===== src/rtl/route_unit_xy_pkg.sv =====
// Shared port codes, channel FSM state encodings and the XY route decision
// helper for route_unit_xy.
package route_unit_xy_pkg;

  localparam logic [2:0] EMPTY          = 3'd0;
  localparam logic [2:0] OUT_LOCAL_PORT = 3'd1;
  localparam logic [2:0] OUT_X1_PORT    = 3'd2;
  localparam logic [2:0] OUT_X2_PORT    = 3'd3;
  localparam logic [2:0] OUT_Y1_PORT    = 3'd4;
  localparam logic [2:0] OUT_Y2_PORT    = 3'd5;

  localparam logic [1:0] IDLE = 2'd0;
  localparam logic [1:0] BUSY = 2'd1;
  localparam logic [1:0] DROP = 2'd2;

  // X is resolved before Y; equal coordinates mean the packet has arrived.
  function automatic logic [2:0] route_code(input logic x_gt, input logic x_lt,
                                            input logic y_gt, input logic y_lt);
    logic [2:0] code;
    if (x_gt)      code = OUT_X2_PORT;
    else if (x_lt) code = OUT_X1_PORT;
    else if (y_gt) code = OUT_Y1_PORT;
    else if (y_lt) code = OUT_Y2_PORT;
    else           code = OUT_LOCAL_PORT;
    return code;
  endfunction

endpackage


===== src/rtl/route_unit_xy_rc_channel.sv =====
// One input channel: route computation plus the IDLE/BUSY/DROP wormhole lock.
// Destination bound checking is compiled in with RC_BOUND_CHECK_EN.
module rc_channel
  import route_unit_xy_pkg::*;
#(
  parameter int X_W    = 2,
  parameter int Y_W    = 1,
  parameter int PORT_W = 3,
  parameter int MESH_X = 4,
  parameter int MESH_Y = 2,
  parameter int A_W    = X_W + Y_W
) (
  input  logic              clk,
  input  logic              rst,
  input  logic              en,
  input  logic [A_W-1:0]    router_add,
  input  logic              valid,
  input  logic              head,
  input  logic              tail,
  input  logic [A_W-1:0]    dst,
  input  logic              fire,
  output logic [PORT_W-1:0] port,
  output logic              route_vld,
  output logic              drop,
  output logic              err
);

  logic [1:0]        state_r;
  logic [PORT_W-1:0] port_r;
  logic              vld_r;
  logic [PORT_W-1:0] route_s;
  logic              bad_s;

  always_comb begin
    route_s = PORT_W'(route_code(dst[X_W-1:0] > router_add[X_W-1:0],
                                 dst[X_W-1:0] < router_add[X_W-1:0],
                                 dst[A_W-1:X_W] > router_add[A_W-1:X_W],
                                 dst[A_W-1:X_W] < router_add[A_W-1:X_W]));
  end

`ifdef RC_BOUND_CHECK_EN
  logic drop_r;
  logic err_r;

  assign bad_s = (32'(dst[X_W-1:0]) >= MESH_X) || (32'(dst[A_W-1:X_W]) >= MESH_Y);
  assign drop  = drop_r;
  assign err   = err_r;
`else
  assign bad_s = 1'b0;
  assign drop  = 1'b0;
  assign err   = 1'b0;
`endif

  // err_r only updates under en, so a pending pulse survives a freeze.
  always_ff @(posedge clk) begin
    if (rst) begin
      state_r <= IDLE;
      port_r  <= PORT_W'(EMPTY);
      vld_r   <= 1'b0;
`ifdef RC_BOUND_CHECK_EN
      drop_r  <= 1'b0;
      err_r   <= 1'b0;
`endif
    end else if (en) begin
`ifdef RC_BOUND_CHECK_EN
      err_r <= 1'b0;
`endif
      case (state_r)
        IDLE: begin
          if (valid && head) begin
            if (bad_s) begin
              state_r <= DROP;
`ifdef RC_BOUND_CHECK_EN
              drop_r  <= 1'b1;
              err_r   <= 1'b1;
`endif
            end else begin
              state_r <= BUSY;
              port_r  <= route_s;
              vld_r   <= 1'b1;
            end
          end
        end
        BUSY: begin
          if (fire && tail) begin
            state_r <= IDLE;
            port_r  <= PORT_W'(EMPTY);
            vld_r   <= 1'b0;
          end
        end
        DROP: begin
          if (valid && tail) begin
            state_r <= IDLE;
`ifdef RC_BOUND_CHECK_EN
            drop_r  <= 1'b0;
`endif
          end
        end
        default: begin
          state_r <= IDLE;
          port_r  <= PORT_W'(EMPTY);
          vld_r   <= 1'b0;
        end
      endcase
    end
  end

  assign port      = port_r;
  assign route_vld = vld_r;

endmodule


===== src/rtl/route_unit_xy.sv =====
// Per-input XY route computation for a mesh router: NUM_IN independent channels.
// Optional destination bound check enabled by defining RC_BOUND_CHECK_EN.
module route_unit_xy
  import route_unit_xy_pkg::*;
#(
  parameter int X_W    = 2,
  parameter int Y_W    = 1,
  parameter int NUM_IN = 5,
  parameter int PORT_W = 3,
  parameter int MESH_X = 4,
  parameter int MESH_Y = 2
) (
  input  logic                       clk,
  input  logic                       rst,
  input  logic                       en,
  input  logic [X_W+Y_W-1:0]         router_add,
  input  logic [NUM_IN-1:0]          in_valid,
  input  logic [NUM_IN-1:0]          in_head,
  input  logic [NUM_IN-1:0]          in_tail,
  input  logic [NUM_IN*(X_W+Y_W)-1:0] in_dst,
  input  logic [NUM_IN-1:0]          flit_fire,
  output logic [NUM_IN*PORT_W-1:0]   port,
  output logic [NUM_IN-1:0]          route_vld,
  output logic [NUM_IN-1:0]          in_drop,
  output logic [NUM_IN-1:0]          route_err
);

  localparam int A_W = X_W + Y_W;

  for (genvar i = 0; i < NUM_IN; i++) begin : g_ch
    rc_channel #(
      .X_W   (X_W),
      .Y_W   (Y_W),
      .PORT_W(PORT_W),
      .MESH_X(MESH_X),
      .MESH_Y(MESH_Y),
      .A_W   (A_W)
    ) u_ch (
      .clk       (clk),
      .rst       (rst),
      .en        (en),
      .router_add(router_add),
      .valid     (in_valid[i]),
      .head      (in_head[i]),
      .tail      (in_tail[i]),
      .dst       (in_dst[i*A_W +: A_W]),
      .fire      (flit_fire[i]),
      .port      (port[i*PORT_W +: PORT_W]),
      .route_vld (route_vld[i]),
      .drop      (in_drop[i]),
      .err       (route_err[i])
    );
  end

endmodule

===== config.mk =====
export PLATFORM = sky130hd
export DESIGN_NAME = route_unit_xy
export DESIGN_NICKNAME = d
export VERILOG_FILES = /design/src/rtl/route_unit_xy_pkg.sv /design/src/rtl/route_unit_xy_rc_channel.sv /design/src/rtl/route_unit_xy.sv
export SDC_FILE = /design/constraint.sdc
export NUM_CORES = 1
export LEC_CHECK = 0
export BUFFER_PORTS_ARGS = -buffer_cell sky130_fd_sc_hd__buf_2
export CAP_MARGIN = 20
export CORE_ASPECT_RATIO = 1.2
export CORE_MARGIN = 1.5
export CORE_UTILIZATION = 49
export DETAILED_ROUTE_END_ITERATION = 8
export PLACE_DENSITY = 0.94
export SKIP_LAST_GASP = 1
export SYNTH_ARGS = -nofsm -noshare
export SYNTH_HDL_FRONTEND = slang
export SYNTH_SLANG_ARGS = --single-unit

===== constraint.sdc =====
create_clock -name clk -period 2.2 [get_ports clk]
set_input_delay 0.33 -clock clk [delete_from_list [all_inputs] [get_ports clk]]
set_output_delay 0.33 -clock clk [all_outputs]
set_load 0.02 [all_outputs]

==> impl_metrics.tcl <==
set metrics [dict create \
    ios 71 \
    ctsHtreeMaxLevel 1 \
    swShare_pct 30.83 \
    first_global_vias 1047 \
    cts-resized-gates 0 \
    hpwl_mm 2.266 \
    critPathMaxStageDelay_ns 0.49 \
    via_per_inst 5.109 \
    synthToLayoutAreaGrowth_pct 19.40 \
    rsz0062_at_grt "false" \
    power_switching_uw 240.8 \
    grtUsageTotal_pct 17.98 \
    postCtsSetupBuffers 0 \
    yosys-top-cells-area "dfxtp_1 (29%), ha_1 (14%), buf_4 (8.2%), mux2i_1 (7.3%), nand2b_1 (6.4%)" \
    combinationalPowerShare_pct 28.4 \
    criticalPathCategory "flop to primary output" \
    async_flop_share_pct 0 \
    dieHeight_um 61.01 \
    worst-path-buf-inv 1 \
    dieWidth_um 51.34 \
    yosysMostFrequentCell "dfxtp_1" \
    critical-path-top-delay-family "flip-flops" \
    path_cells "buf_2" \
    cts-root-buf "clkbuf_4" \
    p_int_uw 540.2 \
    status "complete, no violations" \
    leakagePower_uw 0.0008272 \
    cpMaxStageDelayCell "dfxtp_1" \
    numCtsBuffers 3 \
    hold_path.class "input port to flop" \
    grt_pass1_wl_mm 4.195 \
    max_freq_ghz 0.7470 \
    drt_wl_total_mm 2.782 \
    coreArea_um2 2603 \
    antenna_found_initial 0 \
    ys_types 25 \
    cts_sinks 20 \
    period_share_pct 60.85 \
    route.detailed.drc 0 \
    hold_buffers 0 \
    cp.arrival_ns 1.01 \
    cp-start-kind "flop" \
    port_buffers 60 \
    seq_area_frac_synth_pct 29.14 \
    period_minus_slack_ns 1.339 \
    cts_buffer_depth 2 \
    drt_pre_antenna_iters 4 \
    finalSetupTns_ns 0 \
    dr_total_vias 1216 \
    finalHoldViolations 0 \
    endpoint_kind "primary output" \
    p_total_uw 780.9 \
    synth.cell_area_um2 1374 \
    drv_slew 0 \
    drive_gt1_share_pct 34.15 \
    yosys-top-cells-count "dfxtp_1 (20), buf_4 (15), ha_1 (15), nand2b_1 (14)" \
    grt_max_degree 21 \
    ys_warn_count 0 \
    powerDensity_nw_per_um2 476.1 \
    synth_area_per_cell_um2 9.098 \
    wl_per_cell_um 11.69 \
    start_util_pct 52.79 \
    fin_cells 238 \
    rows 20 \
    placed_cells 235 \
    drtIter0Drc 24 \
    overflow 0 \
    tritoncts "done" \
    crit_path_max_fanout 8 \
    place_congestion 0.8329 \
    fillers 251 \
    ys_ff_latch 20 \
    ys.flop_type "dfxtp_1" \
    diodes 0 \
    ant_nets 0 \
    ir_drop_mv 0.3503 \
    pwr-share-seq_pct 50.2 \
    clockPowerShare_pct 21.5 \
    final_nets 263 \
    fp.dieArea_um2 3132 \
    synth_cells 151 \
    clk_pin_slew_ns 0.11 \
    setup_viol 0 \
    synth_edf_count 0 \
    clk_latency_ns 0.29 \
    worstPathRequired_ns 1.87 \
    cap_violations 0 \
    yosysTopAreaCellShare_pct 29.14 \
    synth_top_area_cell "dfxtp_1" \
    fin_skew_ns 0.003688 \
    holdWs_ns 0.3834 \
]
==> final cells by class <==
type                            count  area [um2]  area share [%]
Sequential cell                    20       400.4           24.41
Clock buffer                        3       22.52           1.373
Multi-Input combinational cell    115       849.6           51.79
Tap cell                           33       41.29           2.517
Timing Repair Buffer               60       300.3           18.31
Inverter                            7       26.28           1.602
==> through the flow <==
| step | cell area, um2 | utilization [%] | setup WS, ns |
|---|---|---|---|
| after global routing | 1640 | 63.03 | 0.8041 |
| final | 1640 | 63.03 | 0.8613 |
| after global placement | 1618 | 62.16 | 0.7745 |
| after detailed placement | 1618 | 62.16 | 0.7222 |
| after floorplan | 1408 | - | 0.9712 |
| after CTS | 1640 | 63.03 | 0.8514 |
==> power groups by stage <==
stage / sequential [uW] / clock, uW / combinational, uW
final: 392 / 168 / 222
after global placement: 399 / 0 / 217
after global routing: 394 / 192 / 247
after detailed placement: 400 / 0 / 223
after CTS: 392 / 179 / 223
after floorplan: 411 / 0 / 157
==> per-layer routing <==
layer | global-route usage, % | up-vias | routed length, um
li1 | - | 632 | -
met1 | 19.88 | 531 | 1184
met2 | 33.02 | 49 | 1365
met3 | 3.695 | 4 | 201
met4 | 8.647 | 0 | 31
met5 | 0 | - | 0
==> placed cells by master (no fill, tap or decap) <==
cell type / synthesis / final
a21boi_4: 1 / 1
a21oi_1: 5 / 5
a31oi_1: 10 / 10
a41oi_1: 1 / 1
and3b_1: 4 / 4
buf_2: 0 / 60
clkbuf_4: 0 / 3
conb_1: 1 / 10
dfxtp_1: 20 / 20
ha_1: 15 / 15
inv_1: 7 / 7
mux2i_1: 10 / 10
nand2_1: 5 / 5
nand2b_1: 14 / 14
nand3_1: 4 / 4
nand3_2: 1 / 1
nand3b_4: 1 / 1
nand4_1: 4 / 4
nor2_1: 10 / 10
nor2b_1: 5 / 5
nor4b_1: 5 / 5
o211ai_1: 5 / 5
o21a_1: 1 / 1
o21ai_2: 4 / 4
==> state kept, by name (all words and copies together), names as in the netlist <==
register / flops
g_ch.u_ch.route_vld: 4
g_ch.u_ch.state_r: 1
g_ch.u_ch.port: 15
==> final timing paths <==
check	from	end	slack (ns)	depth (start not counted)
worst max-delay path	g_ch[0].u_ch.route_vld	route_vld[0]	0.86	1
worst min-delay path	in_tail[0]	g_ch[0].u_ch.route_vld	0.38	3
worst max register to register	g_ch[0].u_ch.route_vld	g_ch[0].u_ch.port[1]	0.98	4
worst min register to register	g_ch[4].u_ch.port[0]	g_ch[4].u_ch.port[0]	0.48	2
==> kinds of logic (layout without fill, tap and decap cells) <==
| logic type | Yosys count | count (layout) | synth area share [%] |
|---|---|---|---|
| buf+inv | 25 | 70 | 11.48 |
| simple gates | 53 | 53 | 23.95 |
| fa+ha+maj | 15 | 15 | 13.66 |
| compound gates | 27 | 27 | 14.21 |
| mux | 10 | 10 | 7.286 |
| flops | 20 | 20 | 29.14 |
| other cells | 1 | 10 | 0.2730 |
==> worst register-to-register path: stages, from the launching register on <==
cell and delay [ns]:
dfxtp_1 0.49, nand3_2 0.13, a21boi_4 0.23, mux2i_1 0.21, nor2_1 0.05
Note: power is estimated with default switching activity, not from simulation.
